==> src/rtl/ps2_pkg.sv <==
// Shared types, command bytes and helpers for the PS/2 host transmit path.
package ps2_pkg;

    typedef enum logic [2:0] {
        IDLE,
        INHIBIT,
        REQ,
        SEND,
        ACK,
        WAIT_IDLE,
        DONE,
        ERR
    } ps2_state_e;

    localparam logic [7:0] CMD_SET_LED = 8'hED;
    localparam logic [7:0] CMD_ENABLE  = 8'hF4;
    localparam logic [7:0] CMD_RESET   = 8'hFF;
    localparam logic [7:0] RSP_ACK     = 8'hFA;

    // Index of the stop bit in the {stop, parity, data} shift register.
    localparam logic [3:0] STOP_IDX = 4'd9;

    function automatic logic odd_parity(input logic [7:0] d);
        return ~^d;
    endfunction

endpackage

==> src/rtl/ps2_line_filter.sv <==
// Synchronises PS2_CLK/PS2_DATA, debounces the clock level and emits a
// one-cycle strobe on each accepted falling edge. Shared with the receive path.
module ps2_line_filter #(
    parameter int FILTER_LEN = 4
) (
    input  logic clk,
    input  logic rst,
    input  logic clk_pin_i,
    input  logic data_pin_i,
    output logic clk_level_o,
    output logic data_o,
    output logic fall_o
);

    localparam int CW = $clog2(FILTER_LEN + 1);

    logic [1:0]    clk_sync_q;
    logic [1:0]    data_sync_q;
    logic          level_q, level_d;
    logic [CW-1:0] cnt_q, cnt_d;
    logic          fall_q, fall_d;

    always_ff @(posedge clk or negedge rst) begin
        if (!rst) begin
            clk_sync_q  <= 2'b11;
            data_sync_q <= 2'b11;
            level_q     <= 1'b1;
            cnt_q       <= '0;
            fall_q      <= 1'b0;
        end else begin
            clk_sync_q  <= {clk_sync_q[0], clk_pin_i};
            data_sync_q <= {data_sync_q[0], data_pin_i};
            level_q     <= level_d;
            cnt_q       <= cnt_d;
            fall_q      <= fall_d;
        end
    end

    // cnt_q holds how many consecutive samples have disagreed with the level.
    always_comb begin
        level_d = level_q;
        cnt_d   = '0;
        if (clk_sync_q[1] != level_q) begin
            if (cnt_q == CW'(FILTER_LEN - 1)) begin
                level_d = clk_sync_q[1];
            end else begin
                cnt_d = cnt_q + 1'b1;
            end
        end
        fall_d = level_q & ~level_d;
    end

    assign clk_level_o = level_q;
    assign data_o      = data_sync_q[1];
    assign fall_o      = fall_q;

endmodule

==> src/rtl/ps2_host_tx.sv <==
// Host-to-device PS/2 transmitter: inhibits the bus, requests to send, shifts
// out one command frame on device clock edges and checks the device ACK.
import ps2_pkg::*;

module ps2_host_tx #(
    parameter int INHIBIT_CYCLES = 10000,
    parameter int START_TIMEOUT  = 1500000,
    parameter int XFER_TIMEOUT   = 200000,
    parameter int FILTER_LEN     = 4
) (
    input  logic       clk,
    input  logic       rst,
    input  logic [7:0] tx_data,
    input  logic       tx_valid,
    output logic       tx_ready,
    input  logic       ps2_clk_in,
    input  logic       ps2_data_in,
    output logic       ps2_clk_oe,
    output logic       ps2_data_oe,
    output logic       busy,
    output logic       tx_done,
    output logic       tx_error
);

    localparam int TO_MAX = (START_TIMEOUT > XFER_TIMEOUT) ? START_TIMEOUT : XFER_TIMEOUT;
    localparam int T_MAX  = (TO_MAX > INHIBIT_CYCLES) ? TO_MAX : INHIBIT_CYCLES;
    localparam int TW     = $clog2(T_MAX + 1);

    logic clk_level, data_s, fall;

    ps2_line_filter #(.FILTER_LEN(FILTER_LEN)) u_filter (
        .clk        (clk),
        .rst        (rst),
        .clk_pin_i  (ps2_clk_in),
        .data_pin_i (ps2_data_in),
        .clk_level_o(clk_level),
        .data_o     (data_s),
        .fall_o     (fall)
    );

    ps2_state_e    state_q, state_d;
    logic [TW-1:0] timer_q, timer_d;
    logic [3:0]    bitcnt_q, bitcnt_d;
    logic [9:0]    shreg_q, shreg_d;
    logic          clk_oe_q, clk_oe_d;
    logic          data_oe_q, data_oe_d;
    logic          busy_q, busy_d;
    logic          done_q, done_d;
    logic          err_q, err_d;

    always_ff @(posedge clk or negedge rst) begin
        if (!rst) begin
            state_q   <= IDLE;
            timer_q   <= '0;
            bitcnt_q  <= '0;
            shreg_q   <= '0;
            clk_oe_q  <= 1'b0;
            data_oe_q <= 1'b0;
            busy_q    <= 1'b0;
            done_q    <= 1'b0;
            err_q     <= 1'b0;
        end else begin
            state_q   <= state_d;
            timer_q   <= timer_d;
            bitcnt_q  <= bitcnt_d;
            shreg_q   <= shreg_d;
            clk_oe_q  <= clk_oe_d;
            data_oe_q <= data_oe_d;
            busy_q    <= busy_d;
            done_q    <= done_d;
            err_q     <= err_d;
        end
    end

    always_comb begin
        state_d   = state_q;
        timer_d   = timer_q + 1'b1;
        bitcnt_d  = bitcnt_q;
        shreg_d   = shreg_q;
        data_oe_d = data_oe_q;

        unique case (state_q)
            IDLE: begin
                timer_d   = '0;
                data_oe_d = 1'b0;
                if (tx_valid) begin
                    shreg_d  = {1'b1, odd_parity(tx_data), tx_data};
                    bitcnt_d = '0;
                    state_d  = INHIBIT;
                end
            end
            INHIBIT: begin
                if (timer_q == TW'(INHIBIT_CYCLES - 1)) begin
                    data_oe_d = 1'b1;
                    state_d   = REQ;
                end
            end
            // The first device fall already shifts out data bit 0.
            REQ: begin
                if (fall) begin
                    data_oe_d = ~shreg_q[0];
                    bitcnt_d  = 4'd1;
                    state_d   = SEND;
                end else if (timer_q == TW'(START_TIMEOUT - 1)) begin
                    state_d = ERR;
                end
            end
            SEND: begin
                if (fall) begin
                    data_oe_d = ~shreg_q[bitcnt_q];
                    bitcnt_d  = bitcnt_q + 1'b1;
                    if (bitcnt_q == STOP_IDX) begin
                        state_d = ACK;
                    end
                end else if (timer_q == TW'(XFER_TIMEOUT - 1)) begin
                    state_d = ERR;
                end
            end
            ACK: begin
                if (fall) begin
                    state_d = data_s ? ERR : WAIT_IDLE;
                end else if (timer_q == TW'(XFER_TIMEOUT - 1)) begin
                    state_d = ERR;
                end
            end
            WAIT_IDLE: begin
                if (data_s && clk_level) begin
                    state_d = DONE;
                end else if (timer_q == TW'(XFER_TIMEOUT - 1)) begin
                    state_d = ERR;
                end
            end
            DONE:    state_d = IDLE;
            ERR:     state_d = IDLE;
            default: state_d = IDLE;
        endcase

        if (state_d != state_q) begin
            timer_d = '0;
        end
        if (state_d == ERR) begin
            data_oe_d = 1'b0;
        end
        clk_oe_d = (state_d == INHIBIT);
        busy_d   = (state_d != IDLE);
        done_d   = (state_d == DONE);
        err_d    = (state_d == ERR);
    end

    assign tx_ready    = (state_q == IDLE);
    assign ps2_clk_oe  = clk_oe_q;
    assign ps2_data_oe = data_oe_q;
    assign busy        = busy_q;
    assign tx_done     = done_q;
    assign tx_error    = err_q;

endmodule
==> config.mk <==
export PLATFORM = sky130hd
export DESIGN_NAME = ps2_host_tx
export DESIGN_NICKNAME = d
export VERILOG_FILES = /design/src/rtl/ps2_pkg.sv /design/src/rtl/ps2_line_filter.sv /design/src/rtl/ps2_host_tx.sv
export SDC_FILE = /design/constraint.sdc
export NUM_CORES = 1
export LEC_CHECK = 0
export ABC_AREA = 1
export BUFFER_PORTS_ARGS = -buffer_cell sky130_fd_sc_hd__buf_2
export CAP_MARGIN = 20
export CORE_MARGIN = 5
export CORE_UTILIZATION = 59
export DETAILED_ROUTE_END_ITERATION = 6
export PLACE_DENSITY_LB_ADDON = 0.1
export SLEW_MARGIN = 0
export SYNTH_ARGS = -nofsm -noshare
export SYNTH_HDL_FRONTEND = slang
export SYNTH_SLANG_ARGS = --single-unit
==> constraint.sdc <==
create_clock -name clk -period 2 [get_ports clk]
set_input_delay 0.3 -clock clk [delete_from_list [all_inputs] [get_ports clk]]
set_output_delay 0.3 -clock clk [all_outputs]
set_load 0.01 [all_outputs]
==> impl_metrics.csv, run 1 <==
group,metric,value,unit
timing,clock_skew,0.009870,ns
timing,worstMarginPinSlew,0.4881,ns
place,dp_slack,0.03945,ns
timing,final-max-slew-violation-count,0,
route,avgViaCountPerCell,5.458,
pwr,peakVddDrop,544.4,uV
logic_synthesis,synth_area,0.002975,mm^2
finish,syn2layout_area_growth,16.15,%
global_route,grtUsageMet3,0.04767,
timing,max_freq,528.6,MHz
floorplan,core_area,0.004817,mm^2
worst_setup_path,cp-start-kind,"flop",
finish,instances_no_fill,491,
route,wl,6646,um
timing,slew_headroom,0.6746,
hold_path,min-delay-start,"ps2_data_in",
worst_setup_path,cp.required,1.70,ns
finish,num_antenna_cells,0,
status,status,"finished clean",
cts,cts_tree,"yes",
logic_synthesis,yosysWarningCount,0,
worst_setup_path,crit_start,"state_q[0]",
finish,nFillCells,396,
global_route,grtUsageTotal,0.2218,
route,routedWlPerCell,13.54,um
run,cap_viol_max_count,0,
logic_synthesis,synth_edf_count,0,
logic_synthesis,yosysSeqAreaShare,0.4394,
pwr,leakage,1.619,nW
finish,drive_above_1_share,0.2759,
cts,root_buffer,"clkbuf_8",
logic_synthesis,synth_cell_types,36,
finish,nets,440,
timing,finalCriticalPeriod,1.892,ns
timing,period_share,0.9459,
logic_synthesis,syn-instance-count,384,
pwr,power_density,930.4,mW/mm^2
worst_setup_path,r2r_start,"state_q[0]",
logic_synthesis,syn_nets,401,
floorplan,die_area,0.006563,mm^2
worst_setup_path,criticalPathCategory,"reg2out",
route,via_count,2680,
cts,clk_latency,0.31,ns
logic_synthesis,syn_area_per_cell,7.748,um^2
floorplan,rows,25,
route,first_pass_iters,5,
timing,setup_viol,0,
logic_synthesis,ys_seq_elements,52,
place,io_buffers,18,
worst_setup_path,crit_fanout,10,
floorplan,ios,19,
cts,clk_pin_slew_worst_paths,0.10,ns
floorplan,initial_core_util,0.6177,
route,ant_nets,0,
global_route,grt_busiest_layer,"met2",
floorplan,die_h,81.02,um
global_route,antenna_found_initial,0,
global_route,grt_first_pass_wirelength,11210,um
worst_setup_path,cp-end-kind,"primary output",
hold_path,hp-class,"in2reg",
logic_synthesis,synthFlopType,"dfrtp_1",
worst_setup_path,arrival,1.59,ns
global_route,grt_start_max_net_pins,33,
cts,htree_levels,2,
cts,clkSinkCount,52,
timing,hold_viol_final,0,
logic_synthesis,async_flop_share,1.000,
place,dpl.hpwl,4749,um
route,first_iter_violations,259,
route,drc,0,
global_route,met1_usage,0.3007,
global_route,met2_usage,0.3366,
global_route,grt_pass1_vias,2432,
cts,numCtsBuffers,5,
global_route,gr-total-overflow,0,
floorplan,die_w,81.02,um
timing,fin_ws,0.1081,ns
place,gp_congestion,0.8943,
place,placedCellCount,478,
cts,clockBufferDepth,2,
-- power by group --
group	switching, mW	internal [mW]	leakage (nW)	total (mW)
Sequential	0.109	1.24	0.659	1.35
Clock	0.353	0.245	0.0412	0.599
Combinational	0.753	0.510	0.919	1.26
-- worst paths after layout --
| check | cells past startpoint | end | slack (ns) |
|---|---|---|---|
| min in group asynchronous | 2 | timer_q[19] | 0.47 |
| worst max register to register | 14 | timer_q[9] | 0.14 |
| worst max-delay path | 5 | tx_ready | 0.11 |
| worst min register to register | 0 | u_filter.data_sync_q[1] | 0.36 |
| worst min-delay path | 1 | u_filter.data_sync_q[0] | 0.08 |
| max in group asynchronous | 3 | u_filter.data_sync_q[1] | 0.94 |
-- flip-flops by register name (all words and copies together) (netlist names) --
name                  cells
timer_q                  21
busy                      1
u_filter.clk_sync_q       2
ps2_data_oe               1
state_q                   3
shreg_q                  10
ps2_clk_oe                1
u_filter.data_sync_q      2
bitcnt_q                  4
u_filter.fall_o           1
u_filter.clk_level_o      1
tx_done                   1
u_filter.cnt_q            3
tx_error                  1
-- synth_stat cells, types with 2 or more instances --
cell type	instances	area share
inv_1	45	0.057
nand2_2	9	0.019
nor3_1	5	0.0084
o211ai_1	4	0.010
o21ai_0	18	0.030
dfrtp_1	47	0.40
clkbuf_1	2	0.0025
nand4_1	8	0.017
mux2_2	3	0.011
dfstp_2	5	0.044
buf_6	2	0.0076
a21oi_1	15	0.025
nor2_2	23	0.048
xnor2_1	7	0.021
nand3_1	39	0.066
nor2_1	48	0.061
inv_2	4	0.0050
nand2_1	70	0.088
nor2_4	2	0.0076
nand3b_1	2	0.0050
xor2_1	3	0.0088
or2_2	5	0.011
nand3_2	2	0.0067
ha_1	4	0.017
-- stage by stage --
stage,hold WS [ns],utilization,setup TNS [ns],power (mW),cell area [um^2]
final,0.07502,0.7174,0,3.215,3456
after global routing,0.05408,0.7174,-0.01198,3.452,3456
after CTS,0.06565,0.6927,0,3.097,3337
after detailed placement,0.2956,0.6730,0,2.489,3242
after global placement,0.2896,0.6730,0,2.460,3242
after floorplan,0.004409,-,0,2.141,2975
-- layout by cell type, fill, tap and decap left out, types with 2 or more instances in the layout --
cell type  Yosys  routed
mux2_2         3       3
buf_4          1      15
nor2_1        48      42
xor2_1         3       3
a21oi_1       15      15
dfstp_2        5       5
nand3_2        2       6
nor2_2        23      27
ha_1           4       3
nand4_1        8       8
inv_2          4       4
or2_2          5       5
nand2_1       70      68
buf_2          0      18
inv_1         45      45
nor2_4         2       4
o21ai_0       18      16
nand3b_1       2       2
nand2_4        1       3
dfrtp_2        0       4
nand2_2        9       9
o211ai_1       4       4
xnor2_1        7       7
clkbuf_8       0       5
o21ai_1        1       2
nor3_1         5       5
clkinv_2       1       2
buf_12         0       2
dfrtp_1       47      43
nand3_1       39      35
-- routing by layer --
metal,up-vias,wire (um),share of wire
met3,19,432,0.065
li1,1305,-,-
met4,0,165,0.025
met1,1244,3023,0.45
met2,112,3025,0.46
met5,-,0,0
-- worst max-delay path, cell delays in order, from the launching register on --
cell	delay [ns]
dfrtp_1	0.46
nor2_1	0.22
nand2_2	0.21
clkinv_1	0.10
buf_4	0.16
buf_2	0.14
-- repair_timing --
| item | 4_1_cts | 5_1_grt |
|---|---|---|
| gates resized for setup | 0 | 24 |
| hold buffers | 1 | 0 |
| setup endpoints to repair | 0 | 24 |
| hold endpoints to repair | 17 | 0 |
| buffers inserted | 0 | 4 |
-- cells by family (layout without fill, tap and decap cells) --
logic type	Yosys count	count (layout)	share of synthesized area
compound gates	43	43	0.08032
xor+xnor	10	10	0.02944
fa+ha+maj	4	4	0.01682
buf+inv	56	96	0.07737
flops	52	52	0.4394
mux	3	3	0.01135
simple gates	216	216	0.3452
-- final cells by class --
class | count | area, um^2 | area share
clock inverters | 2 | 12.51 | 0.003621
flip-flops and latches | 52 | 1313 | 0.3798
repair buffers | 37 | 277.8 | 0.08038
multi-input cells | 276 | 1504 | 0.4352
inverters | 51 | 192.7 | 0.05576
clock buffers | 6 | 72.57 | 0.02100
well taps | 67 | 83.83 | 0.02426
Note: power is estimated with default switching activity, not from simulation.
==> run 2: changes to the inputs <==
==> constraint.sdc (replaced) <==
create_clock -name clk -period 2.03 [get_ports clk]
set_input_delay 0.3045 -clock clk [delete_from_list [all_inputs] [get_ports clk]]
set_output_delay 0.3045 -clock clk [all_outputs]
set_load 0.01 [all_outputs]
==> impl_metrics.csv, run 2 (synthesized netlist as in run 1, its figures left out) <==
group,metric,value,unit
floorplan,core_area,0.004817,mm^2
finish,largest_reg_flops,21,
finish,layout_commonest_cell,"nand2_1",
cts,cts_tree,"yes",
finish,nets,439,
finish,largest_registers,"timer_q x21, shreg_q x10, bitcnt_q x4",
pwr,power_density,922.1,mW/mm^2
global_route,grt_first_pass_wirelength,11130,um
timing,setup_viol,0,
timing,slew_headroom,0.5675,
timing,rsz0062_at_grt,"yes",
global_route,antenna_found_initial,0,
cts,clockBufferDepth,2,
global_route,grt_pass1_vias,2498,
worst_setup_path,cp-end-kind,"flop",
floorplan,die_w,81.02,um
worst_setup_path,crit_fanout,10,
finish,nFillCells,420,
worst_setup_path,cp-start-kind,"flop",
route,ant_nets,0,
floorplan,rows,25,
finish,instances_no_fill,490,
timing,hold_viol_final,0,
route,avgViaCountPerCell,5.218,
finish,final_cell_mix,"nand2_1 (69), nor2_1 (46), inv_1 (44), dfrtp_1 (44), nand3_1 (37)",
worst_setup_path,slowest_stage,"dfrtp_1",
place,placedCellCount,479,
worst_setup_path,criticalPathCategory,"reg2reg",
timing,final-max-slew-violation-count,0,
floorplan,initial_core_util,0.6177,
cts,clk_latency,0.31,ns
global_route,gr-total-overflow,0,
floorplan,die_area,0.006563,mm^2
cts,numCtsBuffers,5,
route,wl,6328,um
worst_setup_path,critPathMaxStageDelay,0.39,ns
floorplan,ios,19,
timing,period_share,0.9425,
finish,num_antenna_cells,0,
cts,htree_levels,2,
pwr,p_total,3.128,mW
place,gp_congestion,0.9013,
timing,clock_skew,0.01025,ns
cts,root_buffer,"clkbuf_8",
worst_setup_path,cp_common_cell,"nand2_1",
place,dpl.hpwl,4710,um
place,io_buffers,18,
route,first_pass_iters,4,
route,via_count,2557,
global_route,grt_start_max_net_pins,53,
finish,syn2layout_area_growth,14.00,%
worst_setup_path,arrival,2.11,ns
floorplan,die_h,81.02,um
route,routedWlPerCell,12.91,um
timing,fin_setup_tns,0,ns
route,first_iter_violations,189,
global_route,grtUsageTotal,0.2169,
cts,hold_buffers,0,
run,cap_viol_max_count,0,
route,drc,0,
pwr,leakage,1.608,nW
timing,worstMarginPinSlew,0.6487,ns
finish,largest-register,"timer_q",
cts,clk_pin_slew_worst_paths,0.10,ns
timing,max_freq,522.7,MHz
timing,finalCriticalPeriod,1.913,ns
finish,final_area,0.003392,mm^2
hold_path,hp-class,"in2async",
worst_setup_path,crit_chain,"ha_2 -> nand2_1 -> nor2_2 -> nand3_1 -> o21ai_1 -> nand2_1 -> nand3_2 -> nand2_2 -> nand2_1 -> nand2_1 -> nand2_2 -> buf_12 -> nor2_2",
worst_setup_path,cp.required,2.23,ns
cts,clkSinkCount,52,
pwr,peakVddDrop,589.1,uV
place,placed_area,0.003249,mm^2
status,status,"finished clean",
finish,drive_above_1_share,0.2600,
run 2: cell count changes in the layout (fill, tap and decap cells not counted), sizes merged:
cell / delta
clkbuf: -2
buf: +1
clkinv: +1
clkinvlp: -1
dlygate4sd3: -1
inv: +1
run 2: area by class of cell:
cell class	count	area (um^2)	share of cell area
Clock buffer	5	68.82	0.02029
Clock inverter	3	22.52	0.006640
Inverter	51	192.7	0.05681
Multi-Input combinational cell	276	1463	0.4312
Sequential cell	52	1311	0.3866
Tap cell	67	83.83	0.02471
Timing Repair Buffer	36	250.2	0.07377
run 2: stage by stage:
stage                     hold WS, ns    util  worst slack (ns)
final                         0.08892  0.7042            0.1167
after floorplan              0.008909       -            0.2722
after detailed placement       0.3495  0.6745           0.09660
after CTS                     0.07147  0.6935           0.05299
after global routing          0.05963  0.7042          -0.02963
after global placement         0.3467  0.6745            0.1224
run 2: worst paths after layout:
path	from	end	slack, ns	cells past startpoint
min in group clk	ps2_clk_in	u_filter.clk_sync_q[0]	0.09	1
worst min-delay path	rst	timer_q[10]	0.09	2
worst max-delay path	timer_q[1]	timer_q[4]	0.12	13
worst max register to register	timer_q[1]	timer_q[4]	0.12	13
max in group asynchronous	rst	state_q[0]	1.47	2
worst min register to register	u_filter.data_sync_q[0]	u_filter.data_sync_q[1]	0.36	0
run 2: what timing repair did:
action / in CTS / in global routing
setup buffers: 0 / 3
resized for setup: 0 / 13
endpoints found under the setup margin: 0 / 23
run 2: per-layer routing:
| layer | wire [um] | track usage | share of wire |
|---|---|---|---|
| met3 | 261 | 0.04324 | 0.041 |
| met5 | 0 | 0 | 0 |
| met2 | 2988 | 0.3514 | 0.47 |
| met1 | 3020 | 0.2982 | 0.48 |
| met4 | 57 | 0.05574 | 0.0090 |
run 2: critical path, delay by kind of cell, from the launching register on:
kind            cells  cell delay, ns
simple gates       10            0.91
flops               1            0.39
fa+ha+maj           1            0.21
buf+inv             1            0.16
compound gates      1            0.14
run 2: power by group:
part | total, mW | internal (mW) | switching, mW
logic | 1.18 | 0.481 | 0.703
clock network | 0.611 | 0.248 | 0.363
registers | 1.33 | 1.23 | 0.105
total | 3.13 | 1.96 | 1.17
==> run 3: changes to the inputs <==
--- a/config.mk
+++ b/config.mk
@@ -15,4 +15,5 @@
 export SLEW_MARGIN = 0
 export SYNTH_ARGS = -nofsm -noshare
 export SYNTH_HDL_FRONTEND = slang
+export SYNTH_HIERARCHICAL = 1
 export SYNTH_SLANG_ARGS = --single-unit
==> impl_metrics.csv, run 3 <==
group,metric,value,unit
timing,worstMarginPinSlew,0.6379,ns
worst_setup_path,arrival,2.21,ns
timing,rsz0062_at_grt,"yes",
timing,max_freq,501.9,MHz
global_route,grtUsageTotal,0.2187,
logic_synthesis,synth_cell_types,37,
route,via_count,2695,
worst_setup_path,crit_fanout,5,
logic_synthesis,async_flop_share,1.000,
logic_synthesis,synth.area.top_cells,"dfrtp_1 (39%), nand2_1 (8.4%), nor2_1 (6.4%)",
logic_synthesis,synth_most_common_cell,"nand2_1",
finish,final_cell_mix,"nand2_1 (67), inv_1 (49), nor2_1 (44)",
cts,clk_latency,0.31,ns
cts,clockBufferDepth,2,
worst_setup_path,cp-start-kind,"flop",
pwr,peakVddDrop,601.0,uV
logic_synthesis,yosysSeqAreaShare,0.4302,
pwr,p_total,3.484,mW
finish,regArea,0.001315,mm^2
timing,clock_skew,0.008020,ns
finish,drive_above_1_share,0.2917,
logic_synthesis,syn-instance-count,395,
finish,largest_registers,"timer_q x21, shreg_q x10, bitcnt_q x4",
floorplan,rows,26,
worst_setup_path,crit_chain,"nor2_1 -> inv_1 -> nor2_4 -> nand4_1 -> a21oi_2 -> nand3_2 -> nand2_4 -> nand2_4 -> nand3_4 -> clkbuf_16 -> nor2_2",
worst_setup_path,criticalPathCategory,"reg2reg",
route,first_iter_violations,282,
finish,num_antenna_cells,0,
floorplan,core_area,0.005042,mm^2
cts,clk_pin_slew_worst_paths,0.10,ns
status,status,"finished clean",
floorplan,die_w,81.77,um
hold_path,hp-class,"in2async",
cts,cts_tree,"yes",
global_route,grt_start_max_net_pins,53,
place,gp_congestion,0.9198,
logic_synthesis,synth_common_cells,"nand2_1 (68), nor2_1 (52), inv_1 (50)",
worst_setup_path,cp.required,2.25,ns
pwr,power_density,967.9,mW/mm^2
route,ant_nets,0,
timing,slew_headroom,0.5747,
cts,numCtsBuffers,5,
floorplan,ios,19,
route,wl,6976,um
worst_setup_path,timing.critical_path.buf_inv,2,
global_route,gr-total-overflow,0,
timing,period_share,0.9816,
finish,largest-register,"timer_q",
place,dpl.hpwl,4708,um
logic_synthesis,syn_nets,412,
pwr,leakage,1.666,nW
floorplan,die_h,81.77,um
finish,syn2layout_area_growth,18.44,%
worst_setup_path,r2r_start,"timer_q[18]",
global_route,antenna_found_initial,0,
finish,multi_input_comb_area,0.001603,mm^2
place,io_buffers,18,
worst_setup_path,slowest_stage,"dfrtp_1",
logic_synthesis,syn_area_per_cell,7.694,um^2
cts,root_buffer,"clkbuf_8",
run,cap_viol_max_count,0,
logic_synthesis,synthFlopType,"dfrtp_1",
timing,finalCriticalPeriod,1.993,ns
worst_setup_path,timing.rr.end,"timer_q[11]",
timing,final-max-slew-violation-count,0,
cts,clkSinkCount,52,
timing,hold_viol_final,0,
route,drc,0,
worst_setup_path,cp-end-kind,"flop",
timing,setup_viol,0,
global_route,grt_first_pass_wirelength,11370,um
finish,largest_reg_flops,21,
logic_synthesis,yosysWarningCount,6,
finish,nFillCells,405,
logic_synthesis,ys_seq_elements,52,
global_route,grt_pass1_vias,2543,
cts,htree_levels,2,
finish,instances_no_fill,502,
finish,nets,448,
worst_setup_path,r2r_cells,11,
logic_synthesis,yosys.area.top_type_share,0.3870,
floorplan,initial_core_util,0.6027,
logic_synthesis,yosysTopAreaCell,"dfrtp_1",
cts,hold_buffers,0,
logic_synthesis,synth_area,0.003039,mm^2
route,avgViaCountPerCell,5.369,
route,first_pass_iters,6,
logic_synthesis,synth_edf_count,0,
finish,layout_commonest_cell,"nand2_1",
worst_setup_path,ff2ff_setup_slack,0.04,ns
route,routedWlPerCell,13.90,um
place,placedCellCount,483,
worst_setup_path,crit_family,"simple AND/OR/NAND/NOR gates",
worst_setup_path,critPathMaxStageDelay,0.43,ns
worst_setup_path,cp_common_cell,"nand2_4",
floorplan,die_area,0.006686,mm^2
[run 3: kinds of logic (layout without fill, tap and decap cells)]
group / count (synthesis) / after routing / synth area share
simple gates: 220 / 220 / 0.3483
fa+ha+maj: 4 / 4 / 0.01647
xor+xnor: 9 / 9 / 0.02594
mux: 4 / 4 / 0.01482
compound gates: 44 / 44 / 0.08070
flops: 52 / 52 / 0.4302
buf+inv: 62 / 99 / 0.08357
[run 3: through the flow]
| step | hold WS, ns | instance area [um^2] | setup WS, ns | utilization | TNS, ns |
|---|---|---|---|---|---|
| 3_5_place_dp | 0.3468 | 3231 | 0.05689 | 0.6407 | 0 |
| 3_3_place_gp | 0.3461 | 3231 | 0.1290 | 0.6407 | 0 |
| 4_1_cts | 0.07269 | 3346 | -0.003756 | 0.6635 | -0.003756 |
| 5_1_grt | 0.06232 | 3600 | -0.1053 | 0.7139 | -1.635 |
| 2_1_floorplan | 0.008909 | 3039 | 0.3174 | - | 0 |
| 6_report | 0.07502 | 3600 | 0.03739 | 0.7139 | 0 |
[run 3: routing by layer]
metal / global-route usage / wire length (um)
met5: 0 / 0
met3: 0.04386 / 379
met2: 0.3562 / 3376
met1: 0.2963 / 3099
met4: 0.06146 / 120
[run 3: area by class of cell]
class / count / area share
multi-input cells: 281 / 0.4453
clock buffers: 5 / 0.01912
clock inverters: 3 / 0.01286
repair buffers: 35 / 0.07473
well taps: 70 / 0.02433
inverters: 56 / 0.05839
flip-flops and latches: 52 / 0.3653
[run 3: how the worst max path moves through the flow]
stage,start,end,slack [ns],cells past startpoint
floorplan,timer_q[1],timer_q[5],0.32,11
global placement,state_q[1],shreg_q[1],0.13,5
detailed placement,timer_q[0],timer_q[20],0.06,11
CTS,timer_q[0],timer_q[20],-0.004,11
global route,timer_q[1],timer_q[20],-0.11,11
finish,timer_q[18],timer_q[11],0.04,11
[run 3: where the power goes]
group / switching, mW / total (mW) / internal [mW]
clock network: 0.373 / 0.745 / 0.372
logic: 0.811 / 1.41 / 0.597
registers: 0.109 / 1.33 / 1.22
[run 3: timing repair]
item	in CTS	in global routing
endpoints found under the setup margin	1	22
resized for setup	0	36
buffers inserted	0	8
pin swaps	0	8
endpoints found under the hold margin	0	0
cloned	0	3
[run 3: worst reg2reg max path, cell delays in order, from the launching register on]
cell,delay (ns)
dfrtp_1,0.43
nor2_1,0.17
inv_1,0.10
nor2_4,0.14
nand4_1,0.17
a21oi_2,0.21
nand3_2,0.15
nand2_4,0.12
nand2_4,0.05
nand3_4,0.13
clkbuf_16,0.18
nor2_2,0.04
